--- src/rtl/fifo_rd_cntrl.sv ---
// Read-side controller of an asynchronous FIFO: write-pointer synchronizer,
// binary/Gray read pointers, registered empty flag and registered read data.
module fifo_rd_cntrl #(
  parameter int FIFO_width   = 16,
  parameter int Pointer_Size = 4
) (
  input  logic                      rclk,
  input  logic                      rrst_n,
  input  logic                      r_inc,
  input  logic [Pointer_Size-1:0]   wptr_gray,
  input  logic [FIFO_width-1:0]     mem_r_data,
  output logic [Pointer_Size-2:0]   r_addr,
  output logic [Pointer_Size-1:0]   rptr_gray,
  output logic                      r_empty,
  output logic [FIFO_width-1:0]     r_data,
  output logic                      r_valid
);

  function automatic logic [Pointer_Size-1:0] bin2gray(input logic [Pointer_Size-1:0] b);
    return (b >> 1) ^ b;
  endfunction

  logic [Pointer_Size-1:0] wq1, wq2;
  logic [Pointer_Size-1:0] rbin, rbin_next, rgray_next;
  logic                    accept;

  // Two-flop synchronizer for the Gray write pointer crossing into rclk
  always_ff @(posedge rclk or negedge rrst_n) begin
    if (!rrst_n) begin
      wq1 <= '0;
      wq2 <= '0;
    end else begin
      wq1 <= wptr_gray;
      wq2 <= wq1;
    end
  end

  always_comb begin
    accept     = r_inc & ~r_empty;
    rbin_next  = rbin + {{(Pointer_Size-1){1'b0}}, accept};
    rgray_next = bin2gray(rbin_next);
  end

  // Empty is computed from the next read pointer so the last read sets it on the same edge
  always_ff @(posedge rclk or negedge rrst_n) begin
    if (!rrst_n) begin
      rbin      <= '0;
      rptr_gray <= '0;
      r_empty   <= 1'b1;
      r_data    <= '0;
      r_valid   <= 1'b0;
    end else begin
      rbin      <= rbin_next;
      rptr_gray <= rgray_next;
      r_empty   <= (rgray_next == wq2);
      r_valid   <= accept;
      if (accept)
        r_data <= mem_r_data;
    end
  end

  assign r_addr = rbin[Pointer_Size-2:0];

endmodule

--- config.mk ---
export PLATFORM = sky130hd
export DESIGN_NAME = fifo_rd_cntrl
export DESIGN_NICKNAME = d
export VERILOG_FILES = /design/src/rtl/fifo_rd_cntrl.sv
export SDC_FILE = /design/constraint.sdc
export NUM_CORES = 1
export LEC_CHECK = 0
export ABC_AREA = 1
export ABC_CLOCK_PERIOD_IN_PS = 2500
export BUFFER_PORTS_ARGS = -buffer_cell sky130_fd_sc_hd__buf_2
export CAP_MARGIN = 10
export CORE_MARGIN = 4
export CORE_UTILIZATION = 47
export DETAILED_ROUTE_END_ITERATION = 8
export PLACE_DENSITY_LB_ADDON = 0.25
export SYNTH_ARGS = -nofsm -noshare
export SYNTH_HDL_FRONTEND = slang
export SYNTH_SLANG_ARGS = --single-unit
--- constraint.sdc ---
create_clock -name rclk -period 2.5 [get_ports rclk]
set_clock_uncertainty 0.05 [all_clocks]
set_input_delay 0.125 -clock rclk [delete_from_list [all_inputs] [get_ports rclk]]
set_output_delay 0.125 -clock rclk [all_outputs]
set_load 0.02 [all_outputs]
==> results of run 1 <==
report_power, final:
part	total, µW	internal [µW]	switching, µW
Combinational	855	299	556
Clock	418	239	180
Sequential	785	687	98.0
worst min-delay path: stages:
cell and delay (ns):
buf_2 0.09, inv_1 0.08, nor2_4 0.10
cell usage in the layout, fill, tap and decap left out, types with 2 or more instances in the layout:
cell,count
nand2_1,62
ha_1,2
nand3_1,10
nand3_2,2
dfrtp_1,32
nand2_2,6
buf_2,47
dlygate4sd3_1,21
inv_1,9
clkbuf_4,5
area by class of cell:
| type | instances | area (µm²) | share of cell area, % |
|---|---|---|---|
| flip-flops and latches | 33 | 827.0 | 44.75 |
| clock buffers | 7 | 55.05 | 2.979 |
| clock inverters | 1 | 30.03 | 1.625 |
| multi-input cells | 88 | 415.4 | 22.48 |
| well taps | 30 | 37.54 | 2.031 |
| repair buffers | 68 | 445.4 | 24.10 |
| inverters | 10 | 37.54 | 2.031 |
what timing repair did:
action                                  4_1_cts  5_1_grt
hold buffers                                 21        0
endpoints found under the setup margin        0        1
hold endpoints to repair                     52        0
buffers inserted                              0        0
resized for setup                             0        1
worst max-delay path by stage:
stage                                  from                end  slack, ns  cells past startpoint
after floorplan           r_empty$_DFF_PN1_  r_empty$_DFF_PN1_       0.47                      9
after global placement    r_empty$_DFF_PN1_  r_empty$_DFF_PN1_       0.30                      8
after detailed placement  r_empty$_DFF_PN1_  r_empty$_DFF_PN1_       0.21                      8
after CTS                 r_empty$_DFF_PN1_  r_empty$_DFF_PN1_       0.17                      8
after global routing      r_empty$_DFF_PN1_  r_empty$_DFF_PN1_       0.19                      8
final                     r_empty$_DFF_PN1_  r_empty$_DFF_PN1_       0.43                      8
metal layers:
metal | GRT usage (%) | routed length [µm] | part of all wire [%] | up-vias
met1 | 20.28 | 1126 | 39 | 499
met5 | 0 | 0 | 0 | -
met4 | 10.44 | 95 | 3.3 | 0
met2 | 32.25 | 1425 | 50 | 38
met3 | 6.263 | 216 | 7.5 | 11
li1 | - | - | - | 552
cells by family (layout without fill, tap and decap cells):
kind of cell	Yosys count	in the layout	synth area share (%)
simple gates	85	85	29.31
flops	33	33	64.36
buf+inv	12	86	3.700
fa+ha+maj	2	2	1.947
xor+xnor	1	1	0.6817
metrics by stage:
stage | cell area [µm²] | cells | setup WS, ns | power (µW) | hold slack (ns)
final | 1848 | 237 | 0.4260 | 2058 | 0.07219
after global routing | 1848 | 237 | 0.1867 | 2221 | 0.05879
after CTS | 1843 | 237 | 0.1733 | 2067 | 0.09418
after detailed placement | 1548 | 208 | 0.2055 | 1620 | 0.1648
after global placement | 1548 | 208 | 0.2956 | 1592 | 0.1586
after floorplan | 1285 | 133 | 0.4683 | 1365 | -0.2206
sequential cells by signal, indices dropped and copies added (netlist names):
name / count
wq2: 4
r_data: 16
wq1: 4
r_valid: 1
rptr_gray: 3
rbin: 4
r_empty: 1
==> impl_metrics.py, run 1 <==
metrics = {
    "yosys": {
        "ys_top_cells_by_count": "62 x nand2_1, 32 x dfrtp_1, 10 x nand3_1",
        "synthFlopType": "dfrtp_1",
        "syn_area_um2": 1285,
        "synth_seq_cells": 33,
        "synth_top_area_share_pct": 62.32,
        "synthArstFlopShare_pct": 100.0,
        "yosysMostFrequentCell": "nand2_1",
        "ys_warn_count": 0,
        "synth_nets": 158,
        "seq_area_frac_synth_pct": 64.36,
        "synthCells": 133,
        "avgSynthCellArea_um2": 9.662,
        "synth_cell_types": 16,
        "synth-edff-count": 0,
        "synth_top_area_cell": "dfrtp_1",
        "ys_top_cells_by_area": "dfrtp_1 62%, nand2_1 18%, nand3_1 3.9%, nand2_2 2.9%, inv_1 2.6%",
    },
    "clock_network": {
        "cts_sinks": 33,
        "h-tree-depth": 2,
        "numCtsBuffers": 5,
        "cts_max_path_buffers": 2,
        "clock_latency_ns": 0.33,
        "clockRootBuffer": "clkbuf_4",
        "path_clk_slew_ns": 0.10,
        "cts_tree": "yes",
    },
    "run": {
        "drv_cap": 0,
    },
    "final_layout": {
        "fill_cells": 190,
        "drive_above_1_share_pct": 31.88,
        "area_growth_pct": 43.82,
        "antenna_cells": 0,
        "final_net_count": 231,
        "final_util_pct": 72.62,
    },
    "timing": {
        "fmax_ghz": 0.4822,
        "period_share_pct": 82.96,
        "hold_viol": 0,
        "rsz0062_at_grt": "false",
        "tightestPinTransition_ns": 0.6860,
        "fin_crit_ns": 2.074,
        "setup_viol": 0,
        "slew_violations": 0,
        "slew_headroom_pct": 54.26,
        "fin_setup_tns_ns": 0,
    },
    "status": {
        "outcome": "complete, no violations",
    },
    "power": {
        "ir_worst_vdd_mv": 0.9084,
        "p_per_area_nw_per_um2": 1114,
        "leakage_uw": 0.001033,
    },
    "floorplanning": {
        "die_y_um": 60.29,
        "ioPinCount": 48,
        "core.rowCount": 18,
        "die_w_um": 60.29,
        "die-area_um2": 3634,
        "core_area_um2": 2545,
        "initial_core_util_pct": 50.49,
    },
    "routing": {
        "drtAntennaViolNets": 0,
        "wirelength_um": 2864,
        "drc": 0,
        "vias": 1100,
        "drt_iter0_drc": 22,
        "vias_per_cell": 4.641,
        "avgRoutedWirePerCell_um": 12.08,
        "firstDrtPassIters": 4,
    },
    "min_path": {
        "holdPathStages": 3,
        "hold_path.class": "input pin to flop",
        "min_to": "r_valid$_DFF_PN0_",
        "hp-start": "r_inc",
    },
    "critical_path": {
        "r2r_start": "r_empty$_DFF_PN1_",
        "crit_buf_inv": 0,
        "cp.arrival_ns": 2.30,
        "cp.required_ns": 2.73,
        "r2r_setup_slack_ns": 0.43,
        "reg2reg_to": "r_empty$_DFF_PN1_",
        "cp_slowest_stage_delay_ns": 0.39,
        "critPathKind": "flop to flop",
        "cp_cell_sequence": "nor2_4 > ha_1 > ha_1 > xor2_1 > nand2_1 > nand2_1 > nand3_1 > nor2_1",
        "slowest_stage": "dfstp_2",
        "crit_family": "simple AND/OR/NAND/NOR gates",
        "critPathMaxFanout": 19,
        "r2r.worst_path.cells": 8,
        "worstSetupEndpointType": "flop",
        "startpoint_type": "flop",
    },
    "grt": {
        "grt-ovfl-total": 0,
        "antenna_found_initial": 0,
        "grt_usage_pct": 18.87,
        "grt_pass1_vias": 1197,
        "grt_max_degree": 34,
        "grt_pass1_wl_um": 4947,
    },
    "placement": {
        "gp_congestion": 0.7554,
        "portBuffers": 47,
        "dp_hpwl_um": 1821,
    },
}
(Power assumes the default switching activity.)
==> run 2: changes to the inputs <==
--- a/config.mk
+++ b/config.mk
@@ -6,11 +6,11 @@
 export NUM_CORES = 1
 export LEC_CHECK = 0
 export ABC_AREA = 1
-export ABC_CLOCK_PERIOD_IN_PS = 2500
+export ABC_CLOCK_PERIOD_IN_PS = 1700
 export BUFFER_PORTS_ARGS = -buffer_cell sky130_fd_sc_hd__buf_2
 export CAP_MARGIN = 10
 export CORE_MARGIN = 4
-export CORE_UTILIZATION = 47
+export CORE_UTILIZATION = 43
 export DETAILED_ROUTE_END_ITERATION = 8
 export PLACE_DENSITY_LB_ADDON = 0.25
 export SYNTH_ARGS = -nofsm -noshare
==> constraint.sdc (replaced) <==
create_clock -name rclk -period 1.7 [get_ports rclk]
set_clock_uncertainty 0.05 [all_clocks]
set_input_delay 0.085 -clock rclk [delete_from_list [all_inputs] [get_ports rclk]]
set_output_delay 0.085 -clock rclk [all_outputs]
set_load 0.02 [all_outputs]
==> impl_metrics.py, run 2 (synthesized netlist as in run 1, its figures left out) <==
metrics = {
    "status": {
        "outcome": "complete, no violations",
    },
    "floorplanning": {
        "core.rowCount": 19,
        "die_w_um": 62.67,
        "core_area_um2": 2805,
        "die-area_um2": 3927,
        "ioPinCount": 48,
        "initial_core_util_pct": 45.81,
        "die_y_um": 62.67,
    },
    "placement": {
        "dp_hpwl_um": 1852,
        "gp_congestion": 0.8175,
        "portBuffers": 47,
        "place_inst": 210,
    },
    "timing": {
        "fmax_ghz": 0.6011,
        "period_share_pct": 97.86,
        "hold_viol": 0,
        "setup_viol": 0,
        "slew_violations": 0,
        "fin_crit_ns": 1.664,
        "tightestPinTransition_ns": 0.6879,
        "slew_headroom_pct": 54.14,
        "holdWs_ns": 0.1517,
        "rsz0062_at_grt": "true",
    },
    "final_layout": {
        "area_growth_pct": 45.96,
        "drive_above_1_share_pct": 34.29,
        "top_register": "r_data",
        "final_net_count": 234,
        "final_cell_mix": "61 x nand2_1, 47 x buf_2, 32 x dfrtp_1",
        "register_area_um2": 827.0,
        "multiInputGateArea_um2": 455.4,
        "largest_register_ffs": 16,
        "mostFrequentLayoutCell": "nand2_1",
        "antenna_cells": 0,
        "fill_cells": 227,
        "fin_cells": 241,
    },
    "clock_network": {
        "cts_sinks": 33,
        "cts_max_path_buffers": 2,
        "clockRootBuffer": "clkbuf_4",
        "clock_latency_ns": 0.32,
        "numCtsBuffers": 5,
        "path_clk_slew_ns": 0.09,
        "h-tree-depth": 2,
        "cts_tree": "yes",
    },
    "power": {
        "total_power_uw": 2991,
        "leakage_uw": 0.001030,
        "p_per_area_nw_per_um2": 1595,
        "ir_worst_vdd_mv": 0.7490,
    },
    "routing": {
        "firstDrtPassIters": 4,
        "vias": 1142,
        "vias_per_cell": 4.739,
        "drc": 0,
        "wirelength_um": 2806,
        "avgRoutedWirePerCell_um": 11.64,
        "drtAntennaViolNets": 0,
        "drt_iter0_drc": 54,
    },
    "critical_path": {
        "crit_path_end": "r_empty$_DFF_PN1_",
        "critPathKind": "flop to flop",
        "critPathMaxFanout": 5,
        "startpoint_type": "flop",
        "r2r.worst_path.cells": 9,
        "worstSetupEndpointType": "flop",
        "crit_start": "r_empty$_DFF_PN1_",
        "cp.required_ns": 1.91,
        "r2r_start": "r_empty$_DFF_PN1_",
        "cp.arrival_ns": 1.88,
        "reg2reg_to": "r_empty$_DFF_PN1_",
        "r2r_setup_slack_ns": 0.04,
    },
    "grt": {
        "grt_usage_pct": 16.12,
        "grt_pass1_vias": 1166,
        "grt_pass1_wl_um": 4926,
        "antenna_found_initial": 0,
        "grt-ovfl-total": 0,
        "grt_max_degree": 34,
    },
    "min_path": {
        "holdPathStages": 4,
        "hold_path.class": "input pin to flop",
        "hp-start": "r_inc",
    },
    "run": {
        "drv_cap": 0,
    },
}
-- run 2: worst max-delay path, cell delays in order, from the launching register on --
cell and delay (ns):
dfstp_2 0.57, nor2_4 0.04, ha_4 0.17, ha_4 0.30
inv_1 0.06, nand3_2 0.08, nand3_2 0.07, nand2_1 0.07
nand3_1 0.08, nor2_1 0.11
-- run 2: final cells by class --
cell class	count	area share (%)
inverter	10	2.001
multi-input combinational	88	24.28
clock buffer	8	2.602
sequential	33	44.10
timing repair buffer	71	24.95
tap	31	2.068
-- run 2: where the power goes --
group          total [µW]  internal (µW)  switching, µW
logic                1420            568            855
clock network         405            165            240
registers            1160           1010            154
total                2990           1740           1250
-- run 2: metrics by stage --
stage	area [µm²]	util, %	setup slack, ns	TNS [ns]
after CTS	1853	66.06	0.008042	0
after detailed placement	1594	56.82	0.03115	0
after global routing	1876	66.86	-0.07891	-0.07891
final	1876	66.86	0.03644	0
after floorplan	1329	-	-0.09461	-0.09461
after global placement	1594	56.82	0.06873	0
-- run 2: how the worst min path moves through the flow --
stage / end / slack, ns
2_1_floorplan: r_data[0]$_DFFE_PN0N_ / -0.26
4_1_cts: rbin[0]$_DFF_PN0_ / 0.14
6_report: rbin[0]$_DFF_PN0_ / 0.15
5_1_grt: rbin[0]$_DFF_PN0_ / 0.14
3_3_place_gp: rptr_gray[1]$_DFF_PN0_ / 0.12
3_5_place_dp: rptr_gray[1]$_DFF_PN0_ / 0.13
-- run 2: routing by layer --
layer	track usage, %	wire length, µm	part of all wire, %	up-vias
li1	-	-	-	563
met1	17.39	1159	41	528
met2	28.50	1420	51	41
met3	5.216	173	6.2	10
met4	7.438	53	1.9	0
met5	0	0	0	-
-- run 2: timing repair --
item,4_1_cts,5_1_grt
endpoints found under the hold margin,52,0
setup buffers,0,2
gates resized for setup,0,2
hold buffers,21,0
setup endpoints to repair,0,1
==> run 3: changes to the inputs <==
--- a/config.mk
+++ b/config.mk
@@ -5,12 +5,11 @@
 export SDC_FILE = /design/constraint.sdc
 export NUM_CORES = 1
 export LEC_CHECK = 0
-export ABC_AREA = 1
 export ABC_CLOCK_PERIOD_IN_PS = 1700
 export BUFFER_PORTS_ARGS = -buffer_cell sky130_fd_sc_hd__buf_2
 export CAP_MARGIN = 10
 export CORE_MARGIN = 4
-export CORE_UTILIZATION = 43
+export CORE_UTILIZATION = 42
 export DETAILED_ROUTE_END_ITERATION = 8
 export PLACE_DENSITY_LB_ADDON = 0.25
 export SYNTH_ARGS = -nofsm -noshare
==> impl_metrics.py, run 3 <==
metrics = {
    "yosys": {
        "synthCells": 81,
        "synth_nets": 106,
        "synth_seq_cells": 33,
        "ys_top_cells_by_area": "dfrtp_1 65%, mux2_1 15%, xor2_1 4.3%, dfstp_2 2.1%, xnor2_1 2.1%",
        "ys_warn_count": 0,
        "synth_cell_types": 20,
        "avgSynthCellArea_um2": 15.20,
        "yosysMostFrequentCell": "dfrtp_1",
        "syn_area_um2": 1231,
        "ys_top_cells_by_count": "32 x dfrtp_1, 16 x mux2_1, 6 x xor2_1",
        "seq_area_frac_synth_pct": 67.17,
        "synth_top_area_share_pct": 65.04,
        "synth-edff-count": 0,
        "synth_top_area_cell": "dfrtp_1",
        "synthFlopType": "dfrtp_1",
        "synthArstFlopShare_pct": 100.0,
    },
    "status": {
        "outcome": "finished, violations left",
        "violations": "negative setup slack",
    },
    "routing": {
        "drtAntennaViolNets": 0,
        "drt_iter0_drc": 11,
        "wirelength_um": 2552,
        "firstDrtPassIters": 4,
        "vias_per_cell": 4.747,
        "drc": 0,
        "avgRoutedWirePerCell_um": 12.89,
        "vias": 940,
    },
    "timing": {
        "fin_ws_ns": -0.5219,
        "fmax_ghz": 0.4501,
        "fin_setup_tns_ns": -0.5219,
        "setup_viol": 1,
        "rsz0062_at_grt": "true",
        "period_share_pct": 130.7,
        "fin_crit_ns": 2.222,
        "slew_violations": 0,
        "hold_viol": 0,
        "slew_headroom_pct": 54.22,
        "tightestPinTransition_ns": 0.6868,
    },
    "critical_path": {
        "crit_family": "flip-flops",
        "crit_buf_inv": 1,
        "worstSetupEndpointType": "flop",
        "cp_cell_sequence": "nand2b_4 > inv_4 > ha_4 > ha_4 > xor2_2 > xor2_1 > or3_4 > a2111oi_4",
        "critPathMostFrequentCell": "ha_4",
        "startpoint_type": "flop",
        "cp_slowest_stage_delay_ns": 0.54,
        "cp.required_ns": 1.88,
        "slowest_stage": "dfstp_2",
        "critPathKind": "flop to flop",
        "cp.arrival_ns": 2.40,
        "critPathMaxFanout": 3,
    },
    "grt": {
        "grt_usage_pct": 14.83,
        "grt_pass1_wl_um": 4547,
        "top_usage_layer": "met2",
        "grt-ovfl-total": 0,
        "antenna_found_initial": 0,
        "globalRouteMet2Util_pct": 25.13,
        "gr-usage-met3_pct": 7.748,
        "grtUsageMet1_pct": 15.31,
        "grt_pass1_vias": 1008,
        "grt_max_degree": 34,
    },
    "floorplanning": {
        "core.rowCount": 19,
        "die_w_um": 62.14,
        "die-area_um2": 3861,
        "ioPinCount": 48,
        "initial_core_util_pct": 44.26,
        "die_y_um": 62.14,
        "core_area_um2": 2781,
    },
    "min_path": {
        "hold_path.class": "input pin to flop",
    },
    "clock_network": {
        "numCtsBuffers": 5,
        "clockRootBuffer": "clkbuf_4",
        "clock_latency_ns": 0.32,
        "cts_sinks": 33,
        "cts_max_path_buffers": 2,
        "cts_tree": "yes",
        "h-tree-depth": 2,
        "path_clk_slew_ns": 0.09,
    },
    "final_layout": {
        "antenna_cells": 0,
        "mostFrequentLayoutCell": "buf_2",
        "top_register": "r_data",
        "largest_register_ffs": 16,
        "area_growth_pct": 57.22,
        "final_net_count": 191,
        "drive_above_1_share_pct": 44.91,
        "stdcell_area_um2": 1936,
        "final_cell_mix": "47 x buf_2, 32 x dfrtp_1, 22 x dlygate4sd3_1",
    },
    "placement": {
        "portBuffers": 47,
        "gp_congestion": 0.8084,
        "dp_hpwl_um": 1716,
        "dpl-instance-area_um2": 1614,
    },
    "power": {
        "leakage_uw": 0.0009194,
        "ir_worst_vdd_mv": 1.019,
        "p_per_area_nw_per_um2": 1457,
    },
    "run": {
        "drv_cap": 0,
    },
}
==> run 3: final cells by class <==
type | instances | area [µm²]
sequential | 33 | 827.0
clock buffer | 7 | 65.06
multi-input combinational | 45 | 455.4
inverter | 1 | 6.256
clock inverter | 1 | 5.005
tap | 31 | 38.79
timing repair buffer | 80 | 538.0
fill | 208 | 845.8
==> run 3: power breakdown <==
part           leakage, µW  internal, µW  total, µW  switching, µW
combinational     0.000494           596       1250            655
sequential        0.000384           973       1090            114
clock            0.0000413           239        481            242
total             0.000919          1810       2820           1010
==> run 3: cells by family (layout without fill, tap and decap cells) <==
family,Yosys count,count (layout),synth area share [%]
mux,16,16,14.63
compound gates,3,3,2.438
simple gates,15,15,6.302
flops,33,33,67.18
fa+ha+maj,2,2,2.032
xor+xnor,9,9,6.403
buf+inv,3,89,1.015
==> run 3: worst reg2reg max path: stages, from the launching register on <==
cell and delay [ns]:
dfstp_2 0.54, nand2b_4 0.13, inv_4 0.04, ha_4 0.15, ha_4 0.17, xor2_2 0.18, xor2_1 0.17, or3_4 0.39
a2111oi_4 0.30
==> run 3: metal layers <==
| layer | routed length (µm) | vias to the layer above |
|---|---|---|
| li1 | - | 449 |
| met5 | 0 | - |
| met4 | 36 | 0 |
| met1 | 976 | 450 |
| met3 | 225 | 5 |
| met2 | 1313 | 36 |
==> run 3: final timing paths <==
check / to / startpoint / slack [ns] / cells after the start
worst max-delay path: r_empty$_DFF_PN1_ / r_empty$_DFF_PN1_ / -0.52 / 8
worst min-delay path: rbin[0]$_DFF_PN0_ / r_inc / 0.19 / 5
worst max register to register: r_empty$_DFF_PN1_ / r_empty$_DFF_PN1_ / -0.52 / 8
worst min register to register: wq2[2]$_DFF_PN0_ / wq1[2]$_DFF_PN0_ / 0.31 / 0
max in group asynchronous: wq2[3]$_DFF_PN0_ / rrst_n / 0.88 / 2
min in group asynchronous: r_data[3]$_DFFE_PN0N_ / rrst_n / 0.28 / 2
==> run 3: per-stage QoR <==
step	total power, µW	utilization [%]	hold WS (ns)	setup slack (ns)	cells
floorplan	1821	-	-0.2606	-0.8094	81
global placement	2210	58.03	0.1181	-0.4246	167
detailed placement	2256	58.03	0.1237	-0.5382	167
CTS	2849	69.32	0.1832	-0.5343	197
global route	3016	69.59	0.1897	-0.6094	198
finish	2819	69.59	0.1942	-0.5219	198
==> run 3: what timing repair did <==
item                                    CTS  global route
endpoints found under the setup margin    1             2
endpoints found under the hold margin    53             0
gates cloned                              0             0
hold buffers                             22             0
buffers inserted                          0             2
resized for setup                         3             0
